`config.mk`:
```
export PLATFORM = sky130hd
export DESIGN_NAME = srdl2sv_b2r_arbiter
export DESIGN_NICKNAME = d
export VERILOG_FILES = /design/src/rtl/srdl2sv_b2r_arbiter.sv
export SDC_FILE = /design/constraint.sdc
export NUM_CORES = 1
export LEC_CHECK = 0
export ABC_AREA = 1
export CORE_AREA = 2 2 122 124
export CTS_CLUSTER_SIZE = 25
export DETAILED_ROUTE_END_ITERATION = 6
export DIE_AREA = 0 0 124 126
export PLACE_DENSITY = 0.62
export SLEW_MARGIN = 20
export SYNTH_ARGS = -nofsm -noshare
export SYNTH_HDL_FRONTEND = slang
export SYNTH_SLANG_ARGS = --single-unit
export TNS_END_PERCENT = 20
```
`constraint.sdc`:
```
create_clock -name HCLK -period 2.5 [get_ports HCLK]
set_input_delay 0.5 -clock HCLK [delete_from_list [all_inputs] [get_ports HCLK]]
set_output_delay 0.5 -clock HCLK [all_outputs]
set_load 0.02 [all_outputs]
```
`src/rtl/srdl2sv_b2r_arbiter.sv`:
```
// srdl2sv_b2r_arbiter: round-robin sharing of one b2r/r2b register port between two requesters,
// with a forced error response when the register block does not answer in time.
module srdl2sv_b2r_arbiter #(
    parameter int unsigned TIMEOUT_CYCLES = 64
) (
    input  logic        HCLK,
    input  logic        HRESETn,
    input  logic        rq0_w_vld,
    input  logic        rq1_w_vld,
    input  logic        rq0_r_vld,
    input  logic        rq1_r_vld,
    input  logic [31:0] rq0_addr,
    input  logic [31:0] rq1_addr,
    input  logic [31:0] rq0_data,
    input  logic [31:0] rq1_data,
    input  logic [3:0]  rq0_byte_en,
    input  logic [3:0]  rq1_byte_en,
    output logic        rq0_rdy,
    output logic        rq1_rdy,
    output logic        rq0_err,
    output logic        rq1_err,
    output logic [31:0] rq0_rdata,
    output logic [31:0] rq1_rdata,
    output logic        b2r_w_vld,
    output logic        b2r_r_vld,
    output logic [31:0] b2r_addr,
    output logic [31:0] b2r_data,
    output logic [3:0]  b2r_byte_en,
    input  logic        r2b_rdy,
    input  logic        r2b_err,
    input  logic [31:0] r2b_data,
    output logic        timeout_evt
);
    typedef enum logic [1:0] {IDLE, GNT0, GNT1} state_t;

    state_t      state_q, state_d;
    logic        last_q, last_d;
    logic [7:0]  cnt_q, cnt_d;
    logic        gnt, sel, sw, sr, nxt, done, derr;
    logic [31:0] ddata;

    assign gnt = state_q != IDLE;
    assign sel = state_q == GNT1;
    assign sw  = sel ? rq1_w_vld : rq0_w_vld;
    assign sr  = sel ? rq1_r_vld : rq0_r_vld;
    // On contention the requester that was not granted last time wins.
    assign nxt = ((rq0_w_vld | rq0_r_vld) & (rq1_w_vld | rq1_r_vld)) ? ~last_q : (rq1_w_vld | rq1_r_vld);

    always_comb begin
        state_d     = state_q;
        last_d      = last_q;
        cnt_d       = cnt_q;
        done        = 1'b0;
        derr        = 1'b0;
        ddata       = '0;
        timeout_evt = 1'b0;
        b2r_w_vld   = gnt & sw & ~sr;
        b2r_r_vld   = gnt & sr & ~sw;
        b2r_addr    = !gnt ? '0 : sel ? rq1_addr : rq0_addr;
        b2r_data    = !gnt ? '0 : sel ? rq1_data : rq0_data;
        b2r_byte_en = !gnt ? '0 : sel ? rq1_byte_en : rq0_byte_en;
        if (!gnt) begin
            if (rq0_w_vld | rq0_r_vld | rq1_w_vld | rq1_r_vld) begin
                state_d = nxt ? GNT1 : GNT0;
                last_d  = nxt;
                cnt_d   = '0;
            end
        end else if (sw & sr) begin
            done    = 1'b1;
            derr    = 1'b1;
            state_d = IDLE;
        end else if (!(sw | sr)) begin
            state_d = IDLE;
        end else if (r2b_rdy) begin
            done    = 1'b1;
            derr    = r2b_err;
            ddata   = r2b_data;
            state_d = IDLE;
        end else if (cnt_q == 8'(TIMEOUT_CYCLES - 1)) begin
            done        = 1'b1;
            derr        = 1'b1;
            timeout_evt = 1'b1;
            state_d     = IDLE;
        end else begin
            cnt_d = cnt_q + 8'd1;
        end
    end

    assign rq0_rdy   = done & ~sel;
    assign rq1_rdy   = done & sel;
    assign rq0_err   = derr & ~sel;
    assign rq1_err   = derr & sel;
    assign rq0_rdata = sel ? '0 : ddata;
    assign rq1_rdata = sel ? ddata : '0;

    always_ff @(posedge HCLK or negedge HRESETn) begin
        if (!HRESETn) begin
            state_q <= IDLE;
            last_q  <= 1'b1;
            cnt_q   <= '0;
        end else begin
            state_q <= state_d;
            last_q  <= last_d;
            cnt_q   <= cnt_d;
        end
    end
endmodule

```
Word level (Yosys, flattened, before mapping)
Cells that the tools add are included.
- bits of input ports: 176
- register bits after elaboration: 11
- output and inout bits: 139
- word-level logic and storage cells: 77
- muxes and demuxes: 41
- reduce and logical (&&, ||, !) cells: 5
- add/sub/neg operators: 1
- bitwise logic cells: 20
- equal/unequal tests: 7
- operators with widths (kind ; number):
    32-bit two-way mux ; 10
    8-bit two-way mux ; 6
    1-bit two-way mux ; 16
    2-bit two-way mux ; 7
    1-bit bitwise AND ; 10
    8-bit by 1-bit adder with 8-bit output, second input constant ; 1
    8-bit by 6-bit equality test with 1-bit output, second input constant ; 1
    4-bit two-way mux ; 2
    2-bit != test, second input constant ; 3
    5-bit by 4-bit != test with 1-bit output, second input constant ; 1
    1-bit NOT ; 5
    1-bit OR ; 5
    5-bit AND reduction ; 1
    2-bit AND reduction ; 2
    2-bit nonzero test ; 2
    2-bit equality test, second input constant ; 1
    2-bit by 1-bit != test with 1-bit output, second input constant ; 1

Longest topological paths before layout
Gate-level depths: netlist of run 1.
- depth in word-level cells: 7
- depth in mapped cells: 14
- mapped depth without buffers: 12

Worst setup path after synthesis of run 1
Ideal clock, no wire load.
- path kind: register -> output
- start: register state_q[0]
- end: output rq0_rdata[0]
- stages on the path, launching flop included: 10
- setup slack: 0.105 ns
- buffers on the path: 1
- arrival time: 1.895 ns
- data required time: 2.000 ns
- path through: dfrtp_1 -> buf_6 -> inv_2 -> nand2_4 -> o21ai_1 -> inv_1 -> ha_1 -> inv_1 -> nand4_4 -> nor3_1
- cells in the longest elaborated chain, start to end: 7
- elaborated cells on any way between the ends: 10
- classes of those cells: eq/ne (1); mux (6); bitwise (2); reduce/logical (1)
- ends and longest elaborated chain (what ; RTL line ; source):
    start, declared ; 36 ; state_t state_q, state_d;
    start signal, assigned ; 102 ; state_q <= state_d;
    2-bit equality test ; 43 ; assign sel = state_q == GNT1;
    1-bit two-way mux, on equally long branches ; 44, 45 ;
    1-bit OR ; 72 ; end else if (!(sw | sr)) begin
    32-bit two-way mux ; 72 ;
    32-bit two-way mux ; 68 ; end else if (sw & sr) begin
    32-bit two-way mux ; 62 ; if (!gnt) begin
    32-bit two-way mux * ; 93 ; assign rq0_rdata = sel ? '0 : ddata;
    end, declared ; 22 ; output logic [31:0] rq0_rdata,
Every way passes the cells marked *; elsewhere a longest branch is shown, timed or not.

Worst setup path in the final report of run 1
- start: register state_q[0]
- end: output rq1_rdata[26]
- cells in the longest elaborated chain, start to end: 7
- elaborated cells on any way between the ends: 10
- classes of those cells: eq/ne (1); mux (6); bitwise (2); reduce/logical (1)
- ends and longest elaborated chain (what ; RTL line ; source):
    2-bit equality test ; 43 ;
    1-bit two-way mux, on equally long branches ; 44, 45 ;
    1-bit OR ; 72 ;
    32-bit two-way mux ; 72 ;
    32-bit two-way mux ; 68 ;
    32-bit two-way mux ; 62 ;
    32-bit two-way mux * ; 94 ; assign rq1_rdata = sel ? ddata : '0;
    end, declared ; 23 ; output logic [31:0] rq1_rdata,
Marked as above.

==> results.txt, run 1 <==
Drt pass-1 iters - 4
DRT iter0 DRCs - 116
Clk slew on worst S/H paths - 0.04 ns
GRT Util Overall - 17.3%
Final wirelength - 15.0 mm
Gr ovfl total - 0
Fin Hold WS - 0.477 ns
Die Wd - 124 um
Tcrit/Tclk final - 103%
Synth Area in Compound Gates - 28.7%
Slowest CP cell - dfrtp_2
Violated checks - negative setup slack
Synth Area per Inst - 7.62 sq um
Largest net degree at the start of global routing - 61
Internal reg-to-reg setup slack - 0.52 ns
Mux cell area share after synthesis - 0%
Status - finished, violations left
RePlAce Congestion - 0.859
Antenna diodes - 0
Worst Path Max Fanout - 9
Clock Tree Root - clkbuf_16
R2R cell count - 15
TritonCTS Buffers - 3
Pwr Total - 0.00476 W
Setup crit start kind - flip-flop
Commonest non-fill, non-tap cell in the layout - clkdlybuf4s50_1
Leak - 2.77 nW
Max-Cap Viols - 0
Ys Warns - 0
Layout Nets - 818
CTS max path bufs - 2
P&R area growth vs syn - 147%
Starting Density - 16.8%
Post-synthesis cell count - 315
Delay-heaviest family, CP - buffers and inverters
FF-to-FF Start - state_q[0]
DIE AREA - 15600 sq um
Simple-Gate Fraction of Synth Area - 41.7%
Share of cells above drive strength 1 - 41.5%
Worst r2r dst - cnt_q[1]
Largest family of logic cells by synthesized area - simple AND/OR/NAND/NOR gates
Initial antenna violation count - 0
Hold Crit Class - flip-flop to flip-flop
First-pass GRT wire length - 20.9 mm
Crit. End Element - output pin
Synth Net Count - 494
Final ANT Viol Nets - 0
Die Span Y - 126 um
Setup TNS - -2.00 ns
Highest ir drop seen on vdd - 0.401 mV
Worst Path Buf+Inv - 7
DRC viols - 0
Num rows - 44
Fin. Hold Viols - 0
Stages on worst setup path - 13
CP Launch Point - state_q[0]
Commonest non-fill, non-tap cells in the layout - 171 x clkdlybuf4s50_1, 68 x a22o_1, 62 x buf_4, 61 x clkbuf_2, 44 x inv_1
Max incr delay on CP - 0.40 ns
Endpoints failing setup - 45
Worst path cell trace - inv_2 > nand2_4 > nand2_2 > o21ai_2 > buf_4 > ha_4 > inv_4 > nand4_4 > buf_12 > buf_6 > buf_12 > nor3_2 > buf_4
Via count - 3648
Wire per inst - 18.2 um
Xor/xnor share of the synthesized area - 0.365%
Core area - 14300 sq um
Final worst slack - -0.0775 ns
RSZ-0062 raised after global routing - true
Final core utilization - 41.5%
Worst skew pair latency - 0.24 ns
Number of synthesized register bits - 11
I/O pin cnt - 315
Slew Viols, Final - 0
Vias in the first global route - 3436
Port Buf Inserts - 314
Clock skew - 0.00385 ns
Mapped cell area - 2400 sq um
Fmax - 388 MHz
Worst rel slew slack - 50.0%
Post-DP HPWL - 11.5 mm
Final min period - 2.58 ns
Library cells used by synthesis - 32
H-Tree Level Count - 1
Post-synthesis adder-cell area fraction - 1.56%
Power Dens Cells - 801 nW/um^2
Critical Path RT - 2.00 ns
Vias per cell - 4.44
Pre-CTS WS - -0.759 ns
CP Data Arrival Time - 2.08 ns
Kind of critical path - flip-flop to output pin
CTS tree - yes
Seq/Total Area, Yosys - 11.5%
Setup crit end - rq1_rdata[26]
Worst Max-Slew Pin Slew - 0.750 ns
Hold Path Stages - 2
CTS Sinks - 11
## worst min-delay path: stages, from the launching register on
cell,delay [ns]
dfstp_2,0.36
nand2_1,0.05
nand2_1,0.05
## cells in the mapped netlist
| library cell | instances | area (sq um) |
|---|---|---|
| nand4_2 | 1 | 12.5 |
| nor2_4 | 1 | 11.3 |
| inv_2 | 2 | 7.51 |
| buf_1 | 3 | 11.3 |
| nand2_2 | 4 | 25.0 |
| nor2_1 | 12 | 45.0 |
| dfrtp_1 | 10 | 250 |
| nand2_1 | 37 | 139 |
| o21ai_0 | 3 | 15.0 |
| xor2_1 | 1 | 8.76 |
| ha_1 | 3 | 37.5 |
| buf_6 | 7 | 78.8 |
| nor3_1 | 7 | 35.0 |
| nand4_1 | 1 | 6.26 |
| buf_2 | 10 | 50.1 |
| nand3_1 | 10 | 50.1 |
| dfstp_2 | 1 | 26.3 |
| inv_1 | 47 | 176 |
| nand4_4 | 1 | 21.3 |
| buf_12 | 1 | 20.0 |
| nand2_4 | 3 | 33.8 |
| nand3_2 | 1 | 10.0 |
| nor2_2 | 1 | 6.26 |
| or2_2 | 1 | 6.26 |
| buf_4 | 1 | 7.51 |
| nor3_2 | 60 | 601 |
| inv_6 | 1 | 8.76 |
| o21ai_1 | 2 | 10.0 |
| clkbuf_1 | 7 | 26.3 |
| o21ai_2 | 7 | 61.3 |
| a22o_1 | 68 | 596 |
| o21bai_1 | 1 | 7.51 |
## how the worst min path moves through the flow
stage,start,to,slack (ns)
after floorplan,HRESETn,cnt_q[0],0.20
after global placement,last_q,last_q,0.46
after detailed placement,last_q,last_q,0.48
after CTS,last_q,last_q,0.48
after global routing,last_q,last_q,0.51
final,last_q,last_q,0.48
## cells by family after synthesis
logic type / count (synthesis)
and+or+nand+nor: 140
DFF: 11
adders and majority gates: 3
xor gates and xnor gates: 1
buffers and inverters: 79
AOI/OAI and AO/OA: 81
## flip-flops by register name, indices dropped and copies added (netlist names)
register,cells
state_q,2
last_q,1
cnt_q,8
## report_power, final
group          leakage [nW]  internal (W)  switching, W  total [W]
logic                  2.59       0.00170       0.00251    0.00421
clock network        0.0382      0.000214     0.0000762   0.000290
registers             0.144      0.000227     0.0000336   0.000261
total                  2.77       0.00214       0.00262    0.00476
## area by class of cell
class | count | area (sq um)
multi-input cells | 225 | 1980
fillers | 1464 | 8370
well taps | 184 | 230
clock buffers | 4 | 78.8
flip-flops and latches | 11 | 278
inverters | 50 | 196
repair buffers | 348 | 3180
## stage by stage
| step | instance area, sq um | std cells |
|---|---|---|
| 2_1_floorplan | 2400 | 315 |
| 3_3_place_gp | 5780 | 807 |
| 3_5_place_dp | 5780 | 807 |
| 4_1_cts | 5900 | 821 |
| 5_1_grt | 5940 | 822 |
| 6_report | 5940 | 822 |
## what timing repair did
action | CTS | global route
endpoints found under the setup margin | 139 | 69
resized for setup | 429 | 206
hold buffers | 0 | 0
gates cloned | 5 | 0
buffers inserted | 5 | 3
hold endpoints to repair | 0 | 0
pin swaps | 2 | 2
## per-layer routing
metal,up-vias,share of wire (%),GRT usage (%),routed length [um]
met5,-,0,0,0
li1,1766,-,-,-
met3,8,5.4,1.31,814
met1,1753,41,22.4,6140
met4,0,0.72,1.92,108
met2,121,53,32.0,7940
No activity file was read; power rests on OpenSTA's default activity.
==> run 2, diff against run 1 <==
--- a/config.mk
+++ b/config.mk
@@ -7,6 +7,7 @@
 export LEC_CHECK = 0
 export ABC_AREA = 1
 export CORE_AREA = 2 2 122 124
+export CTS_CLUSTER_DIAMETER = 120
 export CTS_CLUSTER_SIZE = 25
 export DETAILED_ROUTE_END_ITERATION = 6
 export DIE_AREA = 0 0 124 126
==> results of run 2 <==
No change in the layout: final DEF, timing and power equal those of run 1.
